## src/rtl/mips_ctrl_pkg.sv

```systemverilog
// Shared encodings for the multicycle MIPS control sequencer.
// Opcodes, FSM state codes and datapath mux select values.
package mips_ctrl_pkg;

    localparam logic [5:0] OP_R    = 6'h00;
    localparam logic [5:0] OP_J    = 6'h02;
    localparam logic [5:0] OP_BEQ  = 6'h04;
    localparam logic [5:0] OP_ADDI = 6'h08;
    localparam logic [5:0] OP_LW   = 6'h23;
    localparam logic [5:0] OP_SW   = 6'h2B;

    typedef enum logic [3:0] {
        S_RESET    = 4'd0,
        S_FETCH    = 4'd1,
        S_DECODE   = 4'd2,
        S_MEM_ADDR = 4'd3,
        S_MEM_RD   = 4'd4,
        S_MEM_WB   = 4'd5,
        S_MEM_WR   = 4'd6,
        S_EXEC     = 4'd7,
        S_ALU_WB   = 4'd8,
        S_ADDI_EX  = 4'd9,
        S_ADDI_WB  = 4'd10,
        S_BRANCH   = 4'd11,
        S_JUMP     = 4'd12,
        S_ERROR    = 4'd13
    } state_t;

    localparam logic [1:0] ALU_ADD   = 2'b00;
    localparam logic [1:0] ALU_SUB   = 2'b01;
    localparam logic [1:0] ALU_FUNCT = 2'b10;

    localparam logic [1:0] SRCB_REG    = 2'b00;
    localparam logic [1:0] SRCB_FOUR   = 2'b01;
    localparam logic [1:0] SRCB_IMM    = 2'b10;
    localparam logic [1:0] SRCB_IMM_SH = 2'b11;

    localparam logic [1:0] PCS_ALU    = 2'b00;
    localparam logic [1:0] PCS_ALUOUT = 2'b01;
    localparam logic [1:0] PCS_JUMP   = 2'b10;

    // States that sit on the memory handshake
    function automatic logic is_wait_state(input state_t s);
        return (s == S_FETCH) || (s == S_MEM_RD) || (s == S_MEM_WR);
    endfunction

endpackage

```

## src/rtl/mem_wait_timer.sv

```systemverilog
// Memory wait counter for the control sequencer.
// Flags expiry on the last tolerated cycle without mem_ready.
module mem_wait_timer #(
    parameter int MEM_TIMEOUT = 16
) (
    input  logic clk,
    input  logic rst,
    input  logic start,
    input  logic waiting,
    output logic expired
);

    localparam int CW = (MEM_TIMEOUT > 1) ? $clog2(MEM_TIMEOUT) : 1;
    localparam logic [CW-1:0] LAST = CW'(MEM_TIMEOUT - 1);

    logic [CW-1:0] r_cnt;

    // Clear on entry to a wait state, count cycles spent without ack
    always_ff @(posedge clk) begin
        if (rst || start) begin
            r_cnt <= '0;
        end else if (waiting) begin
            r_cnt <= r_cnt + CW'(1);
        end
    end

    assign expired = (MEM_TIMEOUT != 0) && waiting && (r_cnt == LAST);

endmodule

```

## src/rtl/multicycle_ctrl_fsm.sv

```systemverilog
// Multicycle MIPS control sequencer: state register, next-state,
// Moore output decode and retired-instruction counter.
module multicycle_ctrl_fsm
    import mips_ctrl_pkg::*;
#(
    parameter int MEM_TIMEOUT = 16,
    parameter int CNT_W       = 32
) (
    input  logic             clk,
    input  logic             rst,
    input  logic [5:0]       opcode,
    input  logic             mem_ready,
    output logic             pc_write,
    output logic             pc_write_cond,
    output logic             i_or_d,
    output logic             mem_read,
    output logic             mem_write,
    output logic             ir_write,
    output logic             mem_2_reg,
    output logic             reg_dst,
    output logic             reg_write,
    output logic             alu_src_a,
    output logic [1:0]       alu_src_b,
    output logic [1:0]       alu_op,
    output logic [1:0]       pc_source,
    output logic             illegal_op,
    output logic             mem_error,
    output logic [CNT_W-1:0] instr_count
);

    state_t           r_state;
    state_t           w_next;
    logic             w_start;
    logic             w_waiting;
    logic             w_expired;
    logic             w_retire;
    logic [CNT_W-1:0] r_count;

    assign w_waiting = is_wait_state(r_state) && !mem_ready;
    assign w_start   = is_wait_state(w_next) && (w_next != r_state);

    mem_wait_timer #(
        .MEM_TIMEOUT(MEM_TIMEOUT)
    ) u_timer (
        .clk    (clk),
        .rst    (rst),
        .start  (w_start),
        .waiting(w_waiting),
        .expired(w_expired)
    );

    // State register
    always_ff @(posedge clk) begin
        if (rst) r_state <= S_RESET;
        else     r_state <= w_next;
    end

    // Next-state selection
    always_comb begin
        w_next = r_state;
        unique case (r_state)
            S_RESET:  w_next = S_FETCH;
            S_FETCH: begin
                if (mem_ready)      w_next = S_DECODE;
                else if (w_expired) w_next = S_ERROR;
            end
            S_DECODE: begin
                case (opcode)
                    OP_LW, OP_SW: w_next = S_MEM_ADDR;
                    OP_R:         w_next = S_EXEC;
                    OP_BEQ:       w_next = S_BRANCH;
                    OP_J:         w_next = S_JUMP;
                    OP_ADDI:      w_next = S_ADDI_EX;
                    default:      w_next = S_FETCH;
                endcase
            end
            S_MEM_ADDR: w_next = (opcode == OP_SW) ? S_MEM_WR : S_MEM_RD;
            S_MEM_RD: begin
                if (mem_ready)      w_next = S_MEM_WB;
                else if (w_expired) w_next = S_ERROR;
            end
            S_MEM_WB: w_next = S_FETCH;
            S_MEM_WR: begin
                if (mem_ready)      w_next = S_FETCH;
                else if (w_expired) w_next = S_ERROR;
            end
            S_EXEC:    w_next = S_ALU_WB;
            S_ALU_WB:  w_next = S_FETCH;
            S_ADDI_EX: w_next = S_ADDI_WB;
            S_ADDI_WB: w_next = S_FETCH;
            S_BRANCH:  w_next = S_FETCH;
            S_JUMP:    w_next = S_FETCH;
            S_ERROR:   w_next = S_ERROR;
            default:   w_next = S_RESET;
        endcase
    end

    // Datapath control decode; everything forced low while in reset
    always_comb begin
        pc_write      = 1'b0;
        pc_write_cond = 1'b0;
        i_or_d        = 1'b0;
        mem_read      = 1'b0;
        mem_write     = 1'b0;
        ir_write      = 1'b0;
        mem_2_reg     = 1'b0;
        reg_dst       = 1'b0;
        reg_write     = 1'b0;
        alu_src_a     = 1'b0;
        alu_src_b     = SRCB_REG;
        alu_op        = ALU_ADD;
        pc_source     = PCS_ALU;
        illegal_op    = 1'b0;
        mem_error     = 1'b0;
        if (!rst) begin
            unique case (r_state)
                S_FETCH: begin
                    mem_read  = 1'b1;
                    alu_src_b = SRCB_FOUR;
                    ir_write  = mem_ready;
                    pc_write  = mem_ready;
                end
                S_DECODE: begin
                    alu_src_b  = SRCB_IMM_SH;
                    illegal_op = !(opcode inside
                        {OP_R, OP_J, OP_BEQ, OP_ADDI, OP_LW, OP_SW});
                end
                S_MEM_ADDR, S_ADDI_EX: begin
                    alu_src_a = 1'b1;
                    alu_src_b = SRCB_IMM;
                end
                S_MEM_RD: begin
                    mem_read = 1'b1;
                    i_or_d   = 1'b1;
                end
                S_MEM_WB: begin
                    reg_write = 1'b1;
                    mem_2_reg = 1'b1;
                end
                S_MEM_WR: begin
                    mem_write = 1'b1;
                    i_or_d    = 1'b1;
                end
                S_EXEC: begin
                    alu_src_a = 1'b1;
                    alu_op    = ALU_FUNCT;
                end
                S_ALU_WB: begin
                    reg_write = 1'b1;
                    reg_dst   = 1'b1;
                end
                S_ADDI_WB: reg_write = 1'b1;
                S_BRANCH: begin
                    alu_src_a     = 1'b1;
                    alu_op        = ALU_SUB;
                    pc_write_cond = 1'b1;
                    pc_source     = PCS_ALUOUT;
                end
                S_JUMP: begin
                    pc_write  = 1'b1;
                    pc_source = PCS_JUMP;
                end
                S_ERROR: mem_error = 1'b1;
                default: ;
            endcase
        end
    end

    assign w_retire = !rst && ((r_state inside
        {S_MEM_WB, S_ALU_WB, S_ADDI_WB, S_BRANCH, S_JUMP})
        || ((r_state == S_MEM_WR) && mem_ready));

    // Retired-instruction counter, wraps naturally
    always_ff @(posedge clk) begin
        if (rst)           r_count <= '0;
        else if (w_retire) r_count <= r_count + CNT_W'(1);
    end

    assign instr_count = r_count;

endmodule

```

## config.mk

```make
export PLATFORM = sky130hd
export DESIGN_NAME = multicycle_ctrl_fsm
export DESIGN_NICKNAME = d
export VERILOG_FILES = /design/src/rtl/mips_ctrl_pkg.sv /design/src/rtl/mem_wait_timer.sv /design/src/rtl/multicycle_ctrl_fsm.sv
export SDC_FILE = /design/constraint.sdc
export NUM_CORES = 1
export LEC_CHECK = 0
export CORE_ASPECT_RATIO = 1.1
export CORE_MARGIN = 8
export CORE_UTILIZATION = 40
export CTS_CLUSTER_SIZE = 14
export DETAILED_ROUTE_END_ITERATION = 8
export GPL_TIMING_DRIVEN = 0
export PLACE_DENSITY = 0.7
export SLEW_MARGIN = 5
export SYNTH_ARGS = -nofsm -noshare
export SYNTH_HDL_FRONTEND = slang
export SYNTH_SLANG_ARGS = --single-unit
```

## constraint.sdc

```tcl
create_clock -name clk -period 2.05 [get_ports clk]
set_clock_uncertainty 0.1 [all_clocks]
set_input_delay 0.3075 -clock clk [delete_from_list [all_inputs] [get_ports clk]]
set_output_delay 0.3075 -clock clk [all_outputs]
set_load 0.03 [all_outputs]
```

==> metrics.yaml <==
result_of_the_run: "complete, but fails checks"
failing_checks: "negative setup slack"
timing.critical_path.to_type: "register"
grt-ovfl-total: 0
slew_headroom_pct: 55.5
dr.first_iter.drc_count: 163
clock_sink_count: 40
max-vdd-ir-drop_mv: 0.354
cts_max_level: 2
clock_path_buffers: 2
post_synth.cell_area_avg_sq_um: 8.14
max_stage_delay_ps: 520
route.antenna.remaining_nets: 0
core-area_sq_mm: 0.00570
reported_leakage_power_nw: 1.58
synthCells: 286
initial_utilization_pct: 40.9
dominantRegCellSynth: "dfxtp_1"
fp.dieW_microns: 88.7
layout-area-overhead-vs-synth_pct: 74.6
filler_cells_inserted: 426
timing.final.crit_period_ps: 2380
timing.final.crit_share_pct: 116
tritoncts: "done"
buffer_cell_driving_the_clock_tree_root: "clkbuf_8"
hpwl_microns: 4740
multiInputGateArea_sq_mm: 0.00179
yosys_register_bits: 40
placedCellCount: 421
critical_path_required_ps: 2130
timing.final.setup_violations: 31
cell_count_final_fillers_out: 478
vias: 2623
worstHoldPathType: "register to register"
final-hold-violation-count: 0
finalMaxSlewViolations: 0
synthArstFlopShare_pct: 0
die_area_sq_mm: 0.00852
nets: 411
drive_gt1_share_pct: 40.6
largest_net_degree_at_the_start_of_global_routing: 13
cellPowerDensity_mw_per_mm2: 437
io_buffers: 58
synth_nets: 297
max_freq_ghz: 0.419
fp-row-count: 29
worst-setup-path-type: "register to register"
worstPathCellList: "ha_2 > a31oi_1 > and3_4 > a221oi_2 > or4b_4 > a221oi_4 > nor3_2"
critPathSlowestCell: "or4b_4"
synth.lib_cells_used.distinct: 56
worstPathArrival_ps: 2460
worstSetupStartpointType: "register"
synth-edff-count: 0
seq_area_sq_um: 858
route.detailed.vias_per_inst: 5.49
yosys_warnings: 0
tritoncts.num_buffers: 5
drt_pre_antenna_iters: 4
worst-path-max-fanout: 4
synth_seq_area_share_pct: 34.4
antenna_violations_before_repair: 0
worst_pin_slew_ps: 665
syn-cell-area_sq_mm: 0.00233
rsz0062_at_grt: "true"
clk_latency_ps: 290
avgRoutedWirePerCell_microns: 17.4
clkTransAtPathRegs_ps: 80
chip_height_microns: 96.0
track_usage_pct: 17.9
antenna_diode_count: 0
ctsHoldBuffers: 0
utilization_pct: 71.4
number_of_global_route_vias_before_repair: 2540
timing.final.ws_setup_ps: -334
cap_viol_max_count: 0
grt_first_pass_wirelength_microns: 12100
weighted_congestion_at_the_end_of_routability_driven_global_placement: 0.887
routed_wl_microns: 8340
io_pins: 59
drc: 0
==> layout make-up <==
cell class                      count  share of cell area [%]
Multi-Input combinational cell    221                    44.0
Sequential cell                    40                    21.1
Tap cell                           77                    2.37
Clock inverter                      3                   0.923
Inverter                            9                    1.02
Clock buffer                        5                    1.69
Buffer                             16                    4.31
Timing Repair Buffer              107                    24.6
==> per-stage QoR <==
| stage | hold slack (ps) | setup WS (ps) | TNS [ps] | cell area (sq um) | total power [mW] |
|---|---|---|---|---|---|
| after floorplan | 414 | -177 | -451 | 2470 | 0.942 |
| after global placement | 388 | -819 | -26610 | 3150 | 1.01 |
| after detailed placement | 393 | -805 | -26350 | 3150 | 1.02 |
| after CTS | 403 | -243 | -3600 | 3710 | 1.73 |
| after global routing | 437 | -430 | -8960 | 4070 | 1.83 |
| final | 412 | -334 | -6440 | 4070 | 1.78 |
==> layer usage <==
metal	GRT usage (%)	wire length, microns
met1	20.1	3340
met2	32.2	4190
met3	2.99	528
met4	7.90	274
met5	0	0
==> layout by cell type (no fill, tap or decap), drive strengths merged, types with 6 or more instances in the layout <==
cell type,n
clkdlybuf4s50,32
inv,7
dfxtp,40
clkbuf,14
nor2b,8
xnor2,17
nor2,50
buf,72
dlygate4sd2,7
nand2b,7
nand2,16
xor2,18
or3,6
nor3,12
nand4,8
nand3,12
o21ai,7
==> report_power, final <==
group	switching [mW]	total [mW]	internal (mW)
Combinational	0.182	0.364	0.183
Clock	0.273	0.628	0.355
Sequential	0.0116	0.783	0.771
Total	0.466	1.78	1.31
==> final timing paths <==
path	startpoint	end	slack (ps)	depth (start not counted)
setup / recovery	u_timer.r_cnt[0]$_SDFFE_PP0P_	u_timer.r_cnt[1]$_SDFFE_PP0P_	-330	7
hold / removal	instr_count[16]$_SDFFE_PP0P_	instr_count[16]$_SDFFE_PP0P_	410	2
setup reg to reg	u_timer.r_cnt[0]$_SDFFE_PP0P_	u_timer.r_cnt[1]$_SDFFE_PP0P_	-330	7
hold reg to reg	instr_count[16]$_SDFFE_PP0P_	instr_count[16]$_SDFFE_PP0P_	410	2
==> registers in the layout (all words and copies together) (netlist names) <==
signal and count:
r_state 4, u_timer.r_cnt 4, instr_count 32
==> synth_stat cells (4+ instances only) <==
library cell	number	area, sq um
nand4_1	7	43.8
xnor2_1	17	149
nand2b_1	7	43.8
nand2_1	16	60.1
or3_1	6	37.5
o211ai_1	4	30.0
and3_1	4	25.0
nor2_1	50	188
nor3_2	4	40.0
dfxtp_1	40	801
nor4_1	5	31.3
a21oi_1	4	20.0
xor2_1	18	158
o21ai_0	6	30.0
inv_1	9	33.8
nor3_1	8	40.0
clkbuf_1	7	26.3
nor2b_1	8	50.1
nand3_1	12	60.1
==> critical path, delay by kind of cell, from the launching register on <==
family,cells,cell delay [ps]
adders and majority gates,1,190
and+or+nand+nor,3,820
AOI/OAI and AO/OA,3,810
DFF,1,350
==> what timing repair did <==
action                                  4_1_cts  5_1_grt
resized for setup                           168       49
buffers inserted                             27       20
endpoints found under the hold margin         0        0
endpoints found under the setup margin       42       44
pin swaps                                    31       20
gates cloned                                  2        1
==> cells by family (layout without fill, tap and decap cells) <==
logic type	count (synthesis)	in the layout	share of synthesized area, %
flip-flops	40	40	34.4
buffers and inverters	25	140	4.84
AND/OR/NAND/NOR	147	147	33.7
AO/OA/AOI/OAI	36	36	12.4
adder cells (fa/ha/maj)	2	2	1.07
XOR/XNOR	35	35	13.2
multiplexers	1	1	0.430
Note: power is estimated with default switching activity, not from simulation.
